### src/rtl/ysyx_22050019_hazard_sb.sv
// Operand forwarding, load scoreboard and outstanding-load limiter for the ID stage.
// Optional perf counters are compiled in with YSYX_22050019_HAZARD_PERF_EN.
module ysyx_22050019_hazard_slot #(
  parameter int XLEN   = 64,
  parameter int NR_FWD = 2
) (
  input  logic [4:0]                   raddr,
  input  logic [XLEN-1:0]              rdata,
  input  logic [NR_FWD-1:0]            fwd_valid,
  input  logic [NR_FWD-1:0][4:0]       fwd_waddr,
  input  logic [NR_FWD-1:0][XLEN-1:0]  fwd_wdata,
  input  logic [NR_FWD-1:0]            fwd_data_ok,
  input  logic                         pend_hit,
  input  logic                         ld_hit,
  input  logic [XLEN-1:0]              ld_wdata,
  output logic [XLEN-1:0]              operand,
  output logic                         hazard
);
  logic            hit, hit_ok;
  logic [XLEN-1:0] hit_data;

  always_comb begin
    hit      = 1'b0;
    hit_ok   = 1'b0;
    hit_data = '0;
    // Scan oldest to youngest so the youngest matching stage is the last write.
    for (int k = NR_FWD-1; k >= 0; k--) begin
      if (fwd_valid[k] && fwd_waddr[k] == raddr) begin
        hit      = 1'b1;
        hit_ok   = fwd_data_ok[k];
        hit_data = fwd_wdata[k];
      end
    end
    operand = rdata;
    hazard  = 1'b0;
    if (raddr == 5'd0) begin
      operand = '0;
    end else if (hit) begin
      if (hit_ok) operand = hit_data;
      else        hazard  = 1'b1;
    end else if (pend_hit) begin
      if (ld_hit) operand = ld_wdata;
      else        hazard  = 1'b1;
    end
  end
endmodule

module ysyx_22050019_hazard_sb #(
  parameter int XLEN    = 64,
  parameter int NR_SRC  = 2,
  parameter int NR_FWD  = 2,
  parameter int MAX_OUT = 2
) (
  input  logic                     clk,
  input  logic                     rst,
  input  logic                     id_valid_i,
  input  logic                     id_fire_i,
  input  logic [NR_SRC*5-1:0]      id_raddr_i,
  input  logic [NR_SRC*XLEN-1:0]   id_rdata_i,
  input  logic                     id_wen_i,
  input  logic                     id_is_load_i,
  input  logic [4:0]               id_waddr_i,
  input  logic [NR_FWD-1:0]        fwd_valid_i,
  input  logic [NR_FWD*5-1:0]      fwd_waddr_i,
  input  logic [NR_FWD*XLEN-1:0]   fwd_wdata_i,
  input  logic [NR_FWD-1:0]        fwd_data_ok_i,
  input  logic                     ld_done_i,
  input  logic [4:0]               ld_waddr_i,
  input  logic [XLEN-1:0]          ld_wdata_i,
  input  logic                     flush_i,
  output logic [NR_SRC*XLEN-1:0]   fwd_rdata_o,
  output logic                     stall_o,
  output logic [31:0]              pend_o,
  output logic [3:0]               out_cnt_o,
  output logic [31:0]              perf_stall_o,
  output logic [31:0]              perf_lduse_o
);
  localparam logic [3:0] MAX_C = 4'(MAX_OUT);

  logic [NR_SRC-1:0][4:0]       raddr;
  logic [NR_SRC-1:0][XLEN-1:0]  rdata, operand;
  logic [NR_FWD-1:0][4:0]       fwd_waddr;
  logic [NR_FWD-1:0][XLEN-1:0]  fwd_wdata;
  logic [NR_SRC-1:0]            hazard, pend_hit, ld_hit;
  logic [31:0]                  pend, pend_nxt;
  logic [3:0]                   cnt, cnt_nxt;
  logic                         issue, dec;

  assign raddr       = id_raddr_i;
  assign rdata       = id_rdata_i;
  assign fwd_waddr   = fwd_waddr_i;
  assign fwd_wdata   = fwd_wdata_i;
  assign fwd_rdata_o = operand;

  for (genvar s = 0; s < NR_SRC; s++) begin : g_slot
    assign pend_hit[s] = pend[raddr[s]];
    assign ld_hit[s]   = ld_done_i && (ld_waddr_i == raddr[s]);
    ysyx_22050019_hazard_slot #(.XLEN(XLEN), .NR_FWD(NR_FWD)) u_slot (
      .raddr(raddr[s]), .rdata(rdata[s]),
      .fwd_valid(fwd_valid_i), .fwd_waddr(fwd_waddr), .fwd_wdata(fwd_wdata),
      .fwd_data_ok(fwd_data_ok_i), .pend_hit(pend_hit[s]), .ld_hit(ld_hit[s]),
      .ld_wdata(ld_wdata_i), .operand(operand[s]), .hazard(hazard[s])
    );
  end

  // A returning load frees a slot this cycle, so a full counter only blocks without it.
  assign stall_o = id_valid_i && ((|hazard) ||
                   (id_is_load_i && cnt == MAX_C && !ld_done_i));

  assign issue = id_fire_i && id_wen_i && id_is_load_i && !flush_i;
  assign dec   = ld_done_i && cnt != 4'd0;

  always_comb begin
    pend_nxt = pend;
    if (ld_done_i) pend_nxt[ld_waddr_i] = 1'b0;
    if (issue && id_waddr_i != 5'd0) pend_nxt[id_waddr_i] = 1'b1;
    cnt_nxt = cnt;
    if (issue && !dec && cnt != MAX_C) cnt_nxt = cnt + 4'd1;
    else if (dec && !issue)            cnt_nxt = cnt - 4'd1;
  end

  always_ff @(posedge clk or posedge rst) begin
    if (rst) begin
      pend <= '0;
      cnt  <= '0;
    end else begin
      pend <= pend_nxt;
      cnt  <= cnt_nxt;
    end
  end

  assign pend_o    = pend;
  assign out_cnt_o = cnt;

`ifdef YSYX_22050019_HAZARD_PERF_EN
  logic [31:0] perf_stall, perf_lduse;
  logic        hz_stall, hz_q;
  assign hz_stall = id_valid_i && (|hazard);
  always_ff @(posedge clk or posedge rst) begin
    if (rst) begin
      perf_stall <= '0;
      perf_lduse <= '0;
      hz_q       <= 1'b0;
    end else begin
      perf_stall <= perf_stall + {31'd0, stall_o};
      if (hz_stall && !hz_q) perf_lduse <= perf_lduse + 32'd1;
      hz_q <= hz_stall;
    end
  end
  assign perf_stall_o = perf_stall;
  assign perf_lduse_o = perf_lduse;
`else
  assign perf_stall_o = '0;
  assign perf_lduse_o = '0;
`endif
endmodule

### config.mk
export PLATFORM = sky130hd
export DESIGN_NAME = ysyx_22050019_hazard_sb
export DESIGN_NICKNAME = d
export VERILOG_FILES = /design/src/rtl/ysyx_22050019_hazard_sb.sv
export SDC_FILE = /design/constraint.sdc
export NUM_CORES = 1
export LEC_CHECK = 0
export BUFFER_PORTS_ARGS = -buffer_cell sky130_fd_sc_hd__buf_2
export CAP_MARGIN = 25
export CORE_AREA = 3 3 232 234
export DETAILED_ROUTE_END_ITERATION = 6
export DIE_AREA = 0 0 235 237
export GPL_TIMING_DRIVEN = 0
export PLACE_DENSITY_LB_ADDON = 0.1
export SYNTH_ARGS = -nofsm -noshare
export SYNTH_HDL_FRONTEND = slang
export SYNTH_HIERARCHICAL = 1
export SYNTH_SLANG_ARGS = --single-unit
### constraint.sdc
create_clock -name clk -period 4.1 [get_ports clk]
set_clock_uncertainty 0.1 [all_clocks]
set_input_delay 0.82 -clock clk [delete_from_list [all_inputs] [get_ports clk]]
set_output_delay 0.82 -clock clk [all_outputs]
set_load 0.05 [all_outputs]
==> impl_results.md <==
- Top cell type's share of synthesized area: 11.55%
- Detailed placement HPWL: 56930 um
- Final setup violation count: 29
- Die ar.: 55700 um2
- CP Capture Type: output port
- Clk_lat worst skew: 0.28 ns
- Synth Area in Adders: 0.4715%
- Final min period: 4.176 ns
- Clk slew on worst S/H paths: 0.06 ns
- Most frequent CP cell: buf_12
- Clock Path Buffers: 2
- Die H: 237 um
- Seq/Total Area, Yosys: 9.429%
- Met1 WL: 31300 um
- Peak VDD IR: 0.2655 mV
- Nets: 2481
- Total wire length: 74300 um
- Most frequent cells in the layout: buf_2, nand3_1, nand2_1, o21ai_0, buf_6
- Multiplexer share of the synthesized area: 7.465%
- Worst Slack Setup Final: -0.07571 ns
- Layout cells sized above 1: 53.99%
- TritonRoute pass-1 iters: 6
- Status: finished, violations left
- Distinct cell type count after synthesis: 56
- Routed vias/inst: 5.083
- Hold_sp: out_cnt_o[3]
- FF+latch area: 900.9 um2
- CTS root buf: clkbuf_16
- GRT overflow: 0
- Yosys warning total: 6
- Area of the mapped netlist: 9554 um2
- Critical path's slowest cell: a311o_2
- Largest family of logic cells by synthesized area: compound AO/OA/AOI/OAI gates
- DRC viols: 0
- Post-synthesis sequential element count: 36
- Share of the clock period used by the worst path after layout: 101.8%
- Area Growth Syn to Fin: 99.49%
- Worst hold path type: reg -> reg
- Leak Pwr: 8.624 nW
- Effective utilization at floorplan: 18.29%
- Highest metal used: met5
- Synth Area in Simple Gates: 32.81%
- Pre-CTS setup slack: -1.348 ns
- Failing checks: setup timing
- First-pass GRT wire length: 102500 um
- Vias in the first global route: 14480
- CTS tree: built
- CTS H-tree lvls: 2
- GRT Total Usage: 24.22%
- DR vias: 14300
- Mapped Cells: 1467
- R2R depth: 8
- Multi-input combinational cell area: 10830 um2
- Reg-to-reg endpoint: out_cnt_o[3]
- Critical path, cell by cell: buf_12, clkbuf_16, buf_12, mux2i_1, a21oi_1, nand3_2, nand2_1, a311o_2, nand2_4, buf_12, clkbuf_16, nand2_4, a31o_4, a31oi_4, buf_8
- CP Max Fanout: 6
- Gp weighted congestion: 0.8880
- Pwr Total: 3.509 mW
- Commonest non-fill, non-tap cell in the layout: buf_2
- Port bufs: 523
- Mapped Avg Cell Area: 6.513 um2
- FF-to-FF Start: out_cnt_o[0]
- Filler instances: 5637
- Clock Sinks: 36
- Max_cap viols: 0
- Std-Cell Rows: 84
- Slew at the pin with the worst max-slew slack: 0.9746 ns
- Wire per inst: 26.41 um
- Cell taking the most area after synthesis: a31o_2
- Initial antenna violation count: 23
- Die Width: 235 um
- Hold worst-path end: out_cnt_o[3]
- Data arrival, critical path: 3.26 ns
- Highest clock rate: 0.2395 GHz
- RSZ-0062 raised after global routing: true
- Startpoint type of the worst setup path: primary input
- Hold path depth: 1
- Synth Area in XOR/XNOR: 3.025%
- Met2 WL: 37600 um
- Final Max Tran Viols: 0
- TritonCTS buffer count: 5
- Largest net degree at the start of global routing: 37
- Pwr Density: 184.1 nW/um2
- Final Hold Fails: 0
- Rel. slew slack: 35.02%
- Critical path class: in -> out
- Drt first-iter violations: 823
- Flop2flop setup slack: 1.47 ns
- Worst path required time: 3.18 ns
- Met3 routed WL: 3802 um
- Routed Antenna Nets: 0
- Worst path max stage delay: 0.42 ns
- I/O pin total: 591
- Core Area: 52240 um2
- Top cells by area, synth: a31o_2, nand2_1, nand3_1, dfrtp_1, mux2i_1
- Post-synthesis compound-gate area fraction: 33.32%
## final cells by class
type	instances	share of cell area [%]
Antenna cell	8	0.1050
Timing Repair Buffer	579	23.31
Clock inverter	1	0.1576
Buffer	202	8.928
Inverter	33	0.6499
Multi-Input combinational cell	1259	56.80
Tap cell	688	4.517
Sequential cell	36	4.727
Clock buffer	7	0.8009
## power by group
group,switching (mW),total (mW),internal [mW]
Sequential,0.0679,0.466,0.399
Combinational,1.57,2.57,0.996
Clock,0.151,0.471,0.320
Total,1.79,3.51,1.72
## synthesized netlist by cell type (all sizes together)
library cell and instances:
a211oi 4, o31a 3, nor4 4, o21a 1
fa 1, nand4b 3, nand2 287, nor2b 4
a31oi 96, xnor2 14, nand3 199, buf 126
a221oi 32, and4 2, clkbuf 76, o31ai 2
and4b 2, nand2b 4, o21ai 160, nand3b 10
dfrtp 36, mux2i 67, nand4 2, or3b 3
mux2 2, a311o 2, or3 4, a21o 1
ha 2, o41ai 1, a21oi 7, or4 3
xor2 19, and2 102, a22oi 10, inv 33
nor3 1, conb 1, nor2 11, a31o 126
and3 4
## worst max-delay path, delay by kind of cell
family	cells	cell delay (ns)
buffers and inverters	6	0.95
AND/OR/NAND/NOR	4	0.37
AO/OA/AOI/OAI	4	0.96
multiplexers	1	0.13
## flip-flops by register name, indices dropped and copies added, names as in the netlist
signal and cells:
out_cnt_o 4, pend_o 32
## metal layers
metal	global-route usage, %	vias up
met4	4.025	26
met5	0	-
met2	44.06	549
met3	3.576	104
met1	30.59	7073
li1	-	6547
## worst max path at each step
stage	from	endpoint	slack, ns	cells past startpoint
global route	id_raddr_i[6]	fwd_rdata_o[125]	-0.17	15
CTS	id_raddr_i[6]	fwd_rdata_o[105]	-0.05	14
finish	id_raddr_i[6]	fwd_rdata_o[68]	-0.08	15
global placement	id_raddr_i[6]	fwd_rdata_o[68]	-1.32	14
floorplan	id_raddr_i[6]	fwd_rdata_o[97]	-0.23	12
detailed placement	id_raddr_i[6]	fwd_rdata_o[68]	-1.35	14
## repair_timing
item                                    in CTS  in global routing
pin swaps                                   63                152
gates resized for setup                    434                305
hold buffers                                 0                  0
cloned                                       8                 18
setup buffers                               21                 12
endpoints found under the setup margin     129                129
## through the flow
stage | util (%) | instances | instance area [um2] | setup TNS (ns) | hold WS [ns]
after detailed placement | 28.75 | 2741 | 15020 | -139.42 | 0.4108
after global routing | 36.48 | 2811 | 19050 | -8.506 | 0.4562
after floorplan | - | 1530 | 11540 | -0.8759 | 0.6837
after global placement | 28.75 | 2741 | 15020 | -140.50 | 0.4071
after CTS | 32.91 | 2778 | 17190 | -1.911 | 0.4218
final | 36.49 | 2813 | 19060 | -0.9547 | 0.4202
## kinds of logic after synthesis
logic type	after synthesis
AO/OA/AOI/OAI	445
XOR/XNOR	33
adder cells (fa/ha/maj)	3
buffers and inverters	235
flip-flops	36
multiplexers	69
other	1
AND/OR/NAND/NOR	645
Note: power is estimated with default switching activity, not from simulation.
